--- config.mk ---
export PLATFORM = sky130hd
export DESIGN_NAME = i2s_sample_tx
export DESIGN_NICKNAME = d
export VERILOG_FILES = /design/src/rtl/i2s_sample_tx_pkg.sv /design/src/rtl/i2s_sample_tx_fifo.sv /design/src/rtl/i2s_sample_tx.sv
export SDC_FILE = /design/constraint.sdc
export NUM_CORES = 1
export LEC_CHECK = 0
export ABC_CLOCK_PERIOD_IN_PS = 2760
export CORE_MARGIN = 8
export CORE_UTILIZATION = 40
export CTS_BUF_LIST = sky130_fd_sc_hd__clkbuf_4
export DETAILED_ROUTE_END_ITERATION = 8
export SLEW_MARGIN = 25
export SYNTH_ARGS = -nofsm -noshare
export SYNTH_HDL_FRONTEND = slang
export SYNTH_SLANG_ARGS = --single-unit
export TNS_END_PERCENT = 5
--- constraint.sdc ---
create_clock -name clk -period 2.76 [get_ports clk]
set_input_delay 0.69 -clock clk [delete_from_list [all_inputs] [get_ports clk]]
set_output_delay 0.69 -clock clk [all_outputs]
set_load 0.005 [all_outputs]
--- src/rtl/i2s_sample_tx_pkg.sv ---
// Shared types, frame constants and the fixed-point to PCM conversion
// used by the I2S sample transmitter.
package i2s_tx_pkg;

   localparam int FRAME_BITS    = 64;
   localparam int SLOT_BITS     = 32;
   localparam int DAC_WIDTH_DEF = 24;

   typedef logic signed [DAC_WIDTH_DEF-1:0] pcm_t;

   typedef enum logic {
      ST_WAIT = 1'b0,
      ST_RUN  = 1'b1
   } tx_state_e;

   // Aligns a fixed-point sample with bpl fractional bits to a w-bit PCM word
   // and clamps it, since upstream can overshoot full scale slightly.
   function automatic logic signed [63:0] scale_sat(input int x, input int bpl, input int w);
      logic signed [63:0] v;
      logic signed [63:0] hi;
      logic signed [63:0] lo;
      v  = 64'(x) <<< (w - 1 - bpl);
      hi = (64'sd1 <<< (w - 1)) - 64'sd1;
      lo = -(64'sd1 <<< (w - 1));
      if (v > hi) begin
         return hi;
      end
      if (v < lo) begin
         return lo;
      end
      return v;
   endfunction

endpackage

--- src/rtl/i2s_sample_tx_fifo.sv ---
// Small synchronous FIFO with asynchronous reset; read data is the
// head entry, presented combinationally.
module sample_fifo #(
   parameter int WIDTH = 24,
   parameter int DEPTH = 4
) (
   input  logic                     clk,
   input  logic                     rst,
   input  logic                     push,
   input  logic [WIDTH-1:0]         wr_data,
   input  logic                     pop,
   output logic [WIDTH-1:0]         rd_data,
   output logic [$clog2(DEPTH):0]   level,
   output logic                     full,
   output logic                     empty
);

   localparam int AW = $clog2(DEPTH);

   logic [WIDTH-1:0] mem_q [DEPTH];
   logic [WIDTH-1:0] mem_d [DEPTH];
   logic [AW-1:0]    wr_ptr_q, wr_ptr_d;
   logic [AW-1:0]    rd_ptr_q, rd_ptr_d;
   logic [AW:0]      level_q, level_d;
   logic             do_push;
   logic             do_pop;

   assign full    = (level_q == (AW+1)'(DEPTH));
   assign empty   = (level_q == '0);
   assign do_push = push & ~full;
   assign do_pop  = pop & ~empty;
   assign rd_data = mem_q[rd_ptr_q];
   assign level   = level_q;

   always_comb begin
      mem_d    = mem_q;
      wr_ptr_d = wr_ptr_q;
      rd_ptr_d = rd_ptr_q;
      level_d  = level_q;
      if (do_push) begin
         mem_d[wr_ptr_q] = wr_data;
         wr_ptr_d        = wr_ptr_q + AW'(1);
      end
      if (do_pop) begin
         rd_ptr_d = rd_ptr_q + AW'(1);
      end
      case ({do_push, do_pop})
         2'b10:   level_d = level_q + (AW+1)'(1);
         2'b01:   level_d = level_q - (AW+1)'(1);
         default: level_d = level_q;
      endcase
   end

   // Storage needs no reset: the pointers and level define what is valid.
   always_ff @(posedge clk) begin
      mem_q <= mem_d;
   end

   always_ff @(posedge clk or posedge rst) begin
      if (rst) begin
         wr_ptr_q <= '0;
         rd_ptr_q <= '0;
         level_q  <= '0;
      end else begin
         wr_ptr_q <= wr_ptr_d;
         rd_ptr_q <= rd_ptr_d;
         level_q  <= level_d;
      end
   end

endmodule

--- src/rtl/i2s_sample_tx.sv ---
// Scales samples to PCM, buffers them and sends each as a mono I2S frame.
// Build option I2S_TX_UNDERRUN_ZERO_EN: send silence instead of repeating on underrun.
module i2s_sample_tx
   import i2s_tx_pkg::*;
#(
   parameter int BITS_PER_LEVEL = 12,
   parameter int DAC_WIDTH      = 24,
   parameter int BCLK_DIV       = 4,
   parameter int FIFO_DEPTH     = 4
) (
   input  logic                          clk,
   input  logic                          rst,
   input  logic [31:0]                   in_sample,
   input  logic                          in_valid,
   output logic                          in_ready,
   output logic                          bclk,
   output logic                          lrclk,
   output logic                          sdata,
   output logic                          underrun,
   output logic [15:0]                   underrun_cnt,
   output logic [$clog2(FIFO_DEPTH):0]   fifo_level
);

   localparam int DIV_W = (BCLK_DIV > 1) ? $clog2(BCLK_DIV) : 1;
   localparam int IW    = $clog2(DAC_WIDTH);

   tx_state_e            state_q, state_d;
   logic [DIV_W-1:0]     div_q, div_d;
   logic                 bclk_q, bclk_d;
   logic                 lrclk_q, lrclk_d;
   logic                 sdata_q, sdata_d;
   logic                 underrun_q, underrun_d;
   logic [15:0]          ucnt_q, ucnt_d;
   logic [5:0]           bit_cnt_q, bit_cnt_d;
   logic [DAC_WIDTH-1:0] held_q, held_d;

   logic [DAC_WIDTH-1:0] pcm_in;
   logic [DAC_WIDTH-1:0] fifo_rd;
   logic                 fifo_push;
   logic                 fifo_pop;
   logic                 fifo_full;
   logic                 fifo_empty;
   logic                 bclk_fall;
   int                   slot_pos;
   logic [IW-1:0]        bit_idx;

   assign pcm_in    = DAC_WIDTH'(scale_sat(int'(signed'(in_sample)), BITS_PER_LEVEL, DAC_WIDTH));
   // No full-bypass: a pop in the same cycle does not open the input.
   assign in_ready  = ~fifo_full;
   assign fifo_push = in_valid & ~fifo_full;

   sample_fifo #(
      .WIDTH (DAC_WIDTH),
      .DEPTH (FIFO_DEPTH)
   ) u_fifo (
      .clk     (clk),
      .rst     (rst),
      .push    (fifo_push),
      .wr_data (pcm_in),
      .pop     (fifo_pop),
      .rd_data (fifo_rd),
      .level   (fifo_level),
      .full    (fifo_full),
      .empty   (fifo_empty)
   );

   always_comb begin
      state_d    = state_q;
      div_d      = div_q;
      bclk_d     = bclk_q;
      lrclk_d    = lrclk_q;
      sdata_d    = sdata_q;
      underrun_d = 1'b0;
      ucnt_d     = ucnt_q;
      bit_cnt_d  = bit_cnt_q;
      held_d     = held_q;
      fifo_pop   = 1'b0;
      bclk_fall  = 1'b0;
      slot_pos   = 0;
      bit_idx    = '0;
      case (state_q)
         ST_WAIT: begin
            if (fifo_level != '0) begin
               state_d = ST_RUN;
            end
         end
         ST_RUN: begin
            if (div_q == DIV_W'(BCLK_DIV - 1)) begin
               div_d     = '0;
               bclk_d    = ~bclk_q;
               bclk_fall = bclk_q;
            end else begin
               div_d = div_q + DIV_W'(1);
            end
            // Everything on the serial side moves together with the falling bclk.
            if (bclk_fall) begin
               bit_cnt_d = bit_cnt_q + 6'd1;
               if (bit_cnt_d == 6'd0) begin
                  lrclk_d = 1'b0;
                  if (!fifo_empty) begin
                     fifo_pop = 1'b1;
                     held_d   = fifo_rd;
                  end else begin
                     underrun_d = 1'b1;
                     if (ucnt_q != 16'hFFFF) begin
                        ucnt_d = ucnt_q + 16'd1;
                     end
`ifdef I2S_TX_UNDERRUN_ZERO_EN
                     held_d = '0;
`endif
                  end
               end else if (bit_cnt_d == 6'd32) begin
                  lrclk_d = 1'b1;
               end
               // Slot bit 0 is the I2S one-bclk delay; the MSB follows it.
               slot_pos = int'(bit_cnt_d[4:0]);
               if (slot_pos >= 1 && slot_pos <= DAC_WIDTH) begin
                  bit_idx = IW'(DAC_WIDTH - slot_pos);
                  sdata_d = held_q[bit_idx];
               end else begin
                  sdata_d = 1'b0;
               end
            end
         end
         default: state_d = ST_WAIT;
      endcase
   end

   always_ff @(posedge clk or posedge rst) begin
      if (rst) begin
         state_q    <= ST_WAIT;
         div_q      <= '0;
         bclk_q     <= 1'b0;
         lrclk_q    <= 1'b1;
         sdata_q    <= 1'b0;
         underrun_q <= 1'b0;
         ucnt_q     <= '0;
         bit_cnt_q  <= 6'd63;
         held_q     <= '0;
      end else begin
         state_q    <= state_d;
         div_q      <= div_d;
         bclk_q     <= bclk_d;
         lrclk_q    <= lrclk_d;
         sdata_q    <= sdata_d;
         underrun_q <= underrun_d;
         ucnt_q     <= ucnt_d;
         bit_cnt_q  <= bit_cnt_d;
         held_q     <= held_d;
      end
   end

   assign bclk         = bclk_q;
   assign lrclk        = lrclk_q;
   assign sdata        = sdata_q;
   assign underrun     = underrun_q;
   assign underrun_cnt = ucnt_q;

endmodule

==> flow_summary.toml, run 1 <==
[cts]
cts_max_level = 3
clk_latency_ps = 480
cts.path.max_buffers = 2
cts.sinks = 106
cts_tree = "done"
clock-root-buffer = "clkbuf_4"
cts_buffers = 9
clk_pin_slew_ps = 170
hold_buffers = 0

[route]
drt_wl_total_um = 9310
drcViolationCount = 0
drtIter0Drc = 167
drtPass1Iterations = 5
vias_per_cell = 5.22
dr_total_vias = 3027
antenna_left = 0
wl_per_cell_um = 16.1

[placement]
place_congestion = 0.745
io_buffers = 58
dpl.cell_count = 563
post_dp_cell_area_mm2 = 0.00574
dpl.hpwl_um = 6700
pre_cts_ws_ps = 196

[logic_synthesis]
synth_top_family_by_area = "simple AND/OR/NAND/NOR gates"
yosysSeqAreaShare_pct = 59.9
synthArstFlopShare_pct = 47.2
synthesis.area_mm2 = 0.00491
synth.area.mux_share_pct = 12.6
synth_most_common_cell = "edfxtp_1"
syn_inst = 356
yosysTopAreaCell = "edfxtp_1"
synthTopCellsByCount = "edfxtp_1 (56), dfrtp_1 (43), nor2_1 (39)"
synth_flop_cell = "edfxtp_1"
synth_xor_area_share_pct = 4.99
synth_compound_area_share_pct = 4.23
netlist_top_cells_area = "edfxtp_1 (34%), dfrtp_1 (22%), mux4_2 (7.8%), mux2_2 (4.6%), dfstp_2 (3.7%)"
synthAdderAreaFrac_pct = 2.95
synth_nets = 402
synthSimpleGateAreaFrac_pct = 12.8
yosys_register_bits = 106
synth.avg_cell_area_um2 = 13.8
synth-edff-count = 56
synth_top_area_share_pct = 34.2
yosysWarnings = 0
synthDistinctLibCells = 50

[sta]
final_hold_viol_count = 0
worstMarginPinSlew_ps = 707
slew-limit-headroom_pct = 52.9
finalSetupTns_ps = 0
final_max_slew_viol_count = 0
fmax_mhz = 394
fin_skew_ps = 15.8
rsz0062_at_grt = "no"
setup_viol = 0
period_needed_ps = 2540
fin_ws_ps = 224
period_share_pct = 91.9

[global_routing]
use_met1_pct = 14.3
track_usage_pct = 12.2
busiest_layer = "met2"
gr-total-overflow = 0
grt_pass1_vias = 3152
antenna_found_initial = 1
grtUsageMet3_pct = 3.77
met2_usage_pct = 20.1
grt_pass1_wl_um = 15600
grt_max_degree = 27

[floorplan]
die_area_mm2 = 0.0161
start_util_pct = 40.9
die_y_um = 127
rows = 40
core_area_mm2 = 0.0120
dieWidth_um = 127
ios = 59

[power_and_ir_drop]
finalPower_w = 0.00484
p_leak_nw = 2.28
irDropWorstVdd_mv = 0.337
p_per_area_mw_per_mm2 = 822

[worst_hold_path]
hold_path_class = "reg2reg"

[cells_and_area]
final_area_mm2 = 0.00589
layout.nets = 473
syn_to_final_growth_pct = 19.9
drive_above_1_share_pct = 20.8
instances_no_fill = 580

[worst_setup_path]
critPathArrivalTime_ps = 2900
cp.required_ps = 3130
path_class = "reg2reg"
startpoint_type = "register"
end_kind = "register"
cp_max_fo = 10

[outcome]
run_status = "finished clean"

[run]
maxCapViolations = 0
==> timing repair <==
action,in CTS,in global routing
setup buffers,0,0
gates resized for setup,0,1
endpoints found under the setup margin,0,1
==> per-layer routing <==
layer / vias up / wire length [um]
met4: 0 / 135
met5: - / 0
met1: 1491 / 4080
met3: 9 / 513
met2: 71 / 4580
li1: 1456 / -
==> where the power goes <==
group	switching [W]	total [W]	internal [W]
sequential	0.000300	0.00239	0.00209
clock	0.000524	0.000808	0.000284
combinational	0.000761	0.00164	0.000883
total	0.00158	0.00484	0.00326
==> final timing paths <==
path                                             start  slack (ps)                          end  depth (start not counted)
max                           bit_cnt_q[0]$_DFFE_PP1P_         220  u_fifo.level[1]$_DFFE_PP0P_                          8
min                        underrun_cnt[7]$_DFFE_PP0P_         520  underrun_cnt[7]$_DFFE_PP0P_                          1
max reg2reg                   bit_cnt_q[0]$_DFFE_PP1P_         220  u_fifo.level[1]$_DFFE_PP0P_                          8
min reg2reg                underrun_cnt[7]$_DFFE_PP0P_         520  underrun_cnt[7]$_DFFE_PP0P_                          1
max in group asynchronous                          rst        1580     bit_cnt_q[2]$_DFFE_PP1P_                          3
min in group asynchronous                          rst         560  underrun_cnt[8]$_DFFE_PP0P_                          2
==> per-stage QoR <==
stage	utilization [%]	hold WS, ps
global route	49.1	535
CTS	49.0	519
floorplan	-	474
global placement	47.8	486
finish	49.1	521
detailed placement	47.8	493
==> cell families after synthesis <==
kind of cell / after synthesis
flip-flops: 106
multiplexers: 38
AO/OA/AOI/OAI: 28
AND/OR/NAND/NOR: 118
adder cells (fa/ha/maj): 11
buffers and inverters: 27
XOR/XNOR: 28
==> flip-flops by register name, indices dropped and copies added, names as in the netlist <==
signal,flops
held_q,14
u_fifo.mem_q,56
bclk,1
u_fifo.level,3
bit_cnt_q,6
div_q,2
underrun_cnt,16
sdata,1
state_q,1
u_fifo.rd_ptr_q,2
underrun,1
u_fifo.wr_ptr_q,2
lrclk,1
==> critical path, stage by stage, from the launching register on <==
cell       delay [ps]
dfstp_2           460
ha_1              240
or2_2             310
nor3_2            170
o2111ai_2         180
nor2_2            150
ha_1              210
fa_1              430
mux2_2            270
==> placed cells by master, fill, tap and decap left out, types with 3 or more instances in the layout <==
cell	synthesis	routed
clkdlybuf4s50_1	0	58
edfxtp_1	56	56
dfrtp_1	43	43
nor2_1	39	39
mux2_2	20	20
xnor2_1	18	18
mux4_2	17	17
nand2_1	17	17
buf_4	2	17
nand3_1	14	14
xor2_1	10	10
inv_1	11	10
ha_1	10	10
nand4_1	9	9
clkbuf_4	0	9
nor4_1	7	7
dfstp_2	7	7
and3_1	6	6
nand2b_1	6	6
a21oi_1	4	4
nor3_1	3	3
nor3_2	3	3
and2_1	3	3
o21ai_0	3	3
==> layout make-up <==
class / instances / area, um2
Multi-Input combinational cell: 223 / 1850
Tap cell: 147 / 184
Clock inverter: 7 / 77.6
Sequential cell: 106 / 2940
Antenna cell: 1 / 2.50
Clock buffer: 9 / 67.6
Inverter: 11 / 41.3
Timing Repair Buffer: 76 / 728
Fill cell: 1077 / 6120
No activity file was read; power rests on OpenSTA's default activity.
==> run 2: changes to the inputs <==
- ABC_AREA: not set -> 1
- CELL_PAD_IN_SITES_DETAIL_PLACEMENT: not set -> 1
- CELL_PAD_IN_SITES_GLOBAL_PLACEMENT: not set -> 1
- PLACE_DENSITY_LB_ADDON: not set -> 0.1
==> flow_summary.toml, run 2 <==
[outcome]
run_status = "finished clean"

[logic_synthesis]
synth_top_area_share_pct = 32.5
synthTopCellsByCount = "nand2_1 (155), nor2_1 (69), edfxtp_1 (56)"
netlist_top_cells_area = "edfxtp_1 (32%), dfrtp_1 (21%), nand2_1 (11%), nor2_1 (5.0%), dfstp_2 (3.6%)"
synth_flop_cell = "edfxtp_1"
synth_compound_area_share_pct = 6.43
syn_inst = 548
synth_most_common_cell = "nand2_1"
synthArstFlopShare_pct = 47.2
synthSimpleGateAreaFrac_pct = 25.2
synth_xor_area_share_pct = 3.05
synth-edff-count = 56
synth_top_family_by_area = "simple AND/OR/NAND/NOR gates"
synth_nets = 594
synth.avg_cell_area_um2 = 9.45
synth.area.mux_share_pct = 0.218
yosysTopAreaCell = "edfxtp_1"
synthAdderAreaFrac_pct = 2.80
yosysSeqAreaShare_pct = 56.8
yosysWarnings = 0
synthDistinctLibCells = 39
yosys_register_bits = 106
synthesis.area_mm2 = 0.00518

[placement]
io_buffers = 58
dpl.hpwl_um = 8740
place_congestion = 0.768

[worst_setup_path]
startpoint_type = "register"
end_kind = "register"
cp.required_ps = 3120
cp_max_fo = 10
path_class = "reg2reg"
critPathArrivalTime_ps = 3000

[sta]
final_hold_viol_count = 0
holdWs_ps = 497
fmax_mhz = 379
period_needed_ps = 2640
setup_viol = 0
slew-limit-headroom_pct = 39.4
period_share_pct = 95.5
fin_skew_ps = 13.8
worstMarginPinSlew_ps = 909
final_max_slew_viol_count = 0
rsz0062_at_grt = "yes"

[floorplan]
ios = 59
die_y_um = 130
die_area_mm2 = 0.0168
rows = 41
start_util_pct = 41.0
core_area_mm2 = 0.0126
dieWidth_um = 130

[route]
vias_per_cell = 4.96
wl_met2_um = 6200
wl_met1_um = 5490
drcViolationCount = 0
dr_total_vias = 3947
drt_wl_total_um = 12200
route.met3.wl_um = 276
top_layer_used = "met4"
drtPass1Iterations = 4
antenna_left = 0
drtIter0Drc = 191
wl_per_cell_um = 15.3

[cts]
cts_tree = "done"
cts.path.max_buffers = 2
cts.sinks = 106
clk_pin_slew_ps = 160
cts_max_level = 3
clk_latency_ps = 460
cts_buffers = 9
clock-root-buffer = "clkbuf_4"

[cells_and_area]
largest_reg_flops = 56
n_antenna_cell = 0
mostFrequentLayoutCells = "nand2_1 (155), nor2_1 (69), clkdlybuf4s50_1 (58), edfxtp_1 (56), dfrtp_1 (43)"
final_common_cell = "nand2_1"
multi_input_area_mm2 = 0.00196
nFillCells = 1486
largest_register = "u_fifo.mem_q"
drive_above_1_share_pct = 11.4
layout.nets = 664
syn_to_final_growth_pct = 18.9
regArea_mm2 = 0.00294

[run]
maxCapViolations = 0

[global_routing]
grt_pass1_vias = 4196
grt_max_degree = 51
grt_pass1_wl_um = 20400
antenna_found_initial = 0
gr-total-overflow = 0
track_usage_pct = 15.4

[power_and_ir_drop]
p_per_area_mw_per_mm2 = 744
irDropWorstVdd_mv = 0.357
finalPower_w = 0.00458
p_leak_nw = 2.61

[worst_hold_path]
hold_path_class = "reg2reg"
[run 2: per-stage QoR]
step	std cells	TNS [ps]	util, %	cell area (um2)	setup slack (ps)
after global placement	775	0	47.5	6000	151
after global routing	795	-49.8	48.8	6150	-35.4
after floorplan	548	0	-	5180	139
after CTS	791	0	48.4	6110	24.6
after detailed placement	775	0	47.5	6000	43.2
final	795	0	48.8	6150	124
[run 2: path summary, 6_finish.rpt]
kind | from | cells past startpoint | slack [ps] | end
max in group asynchronous | rst | 3 | 1900 | bit_cnt_q[1]$_DFFE_PP1P_
min reg2reg | held_q[22]$_DFFE_PP0P_ | 2 | 500 | held_q[22]$_DFFE_PP0P_
max | bit_cnt_q[0]$_DFFE_PP1P_ | 11 | 120 | u_fifo.level[1]$_DFFE_PP0P_
min in group asynchronous | rst | 3 | 570 | underrun_cnt[14]$_DFFE_PP0P_
max reg2reg | bit_cnt_q[0]$_DFFE_PP1P_ | 11 | 120 | u_fifo.level[1]$_DFFE_PP0P_
min | held_q[22]$_DFFE_PP0P_ | 2 | 500 | held_q[22]$_DFFE_PP0P_
[run 2: worst max-delay path, cell delays in order (launching register included)]
cell and delay (ps):
dfstp_2 640, buf_4 130, ha_1 200, nand3_4 110, nor2_2 130, nand2_2 70
nor2_2 170, nand2_4 130, inv_4 80, ha_1 190, fa_1 430, mux2_2 270
[run 2: area by class of cell]
class,count,share of cell area [%]
sequential,106,47.8
timing repair buffer,79,12.2
multi-input combinational,378,31.9
clock inverter,6,0.651
clock buffer,10,1.22
inverter,44,2.75
tap,172,3.50
[run 2: cell families after synthesis]
logic type,Yosys count
simple gates,294
compound gates,54
buf+inv,64
fa+ha+maj,11
mux,1
flops,106
xor+xnor,18
[run 2: power breakdown]
group          internal (W)  switching (W)  leakage (nW)
combinational      0.000663       0.000966          1.40
sequential          0.00203       0.000203          1.15
clock              0.000198       0.000524        0.0647
[run 2: what timing repair did]
| item | in CTS | in global routing |
|---|---|---|
| setup endpoints to repair | 0 | 2 |
| setup buffers | 0 | 4 |
| hold endpoints to repair | 0 | 0 |
| resized for setup | 0 | 2 |
| hold buffers | 0 | 0 |
[run 2: metal layers]
| layer | vias up | GRT usage [%] |
|---|---|---|
| li1 | 1954 | - |
| met3 | 15 | 2.41 |
| met1 | 1936 | 18.5 |
| met5 | - | 0 |
| met4 | 0 | 5.60 |
| met2 | 42 | 27.3 |
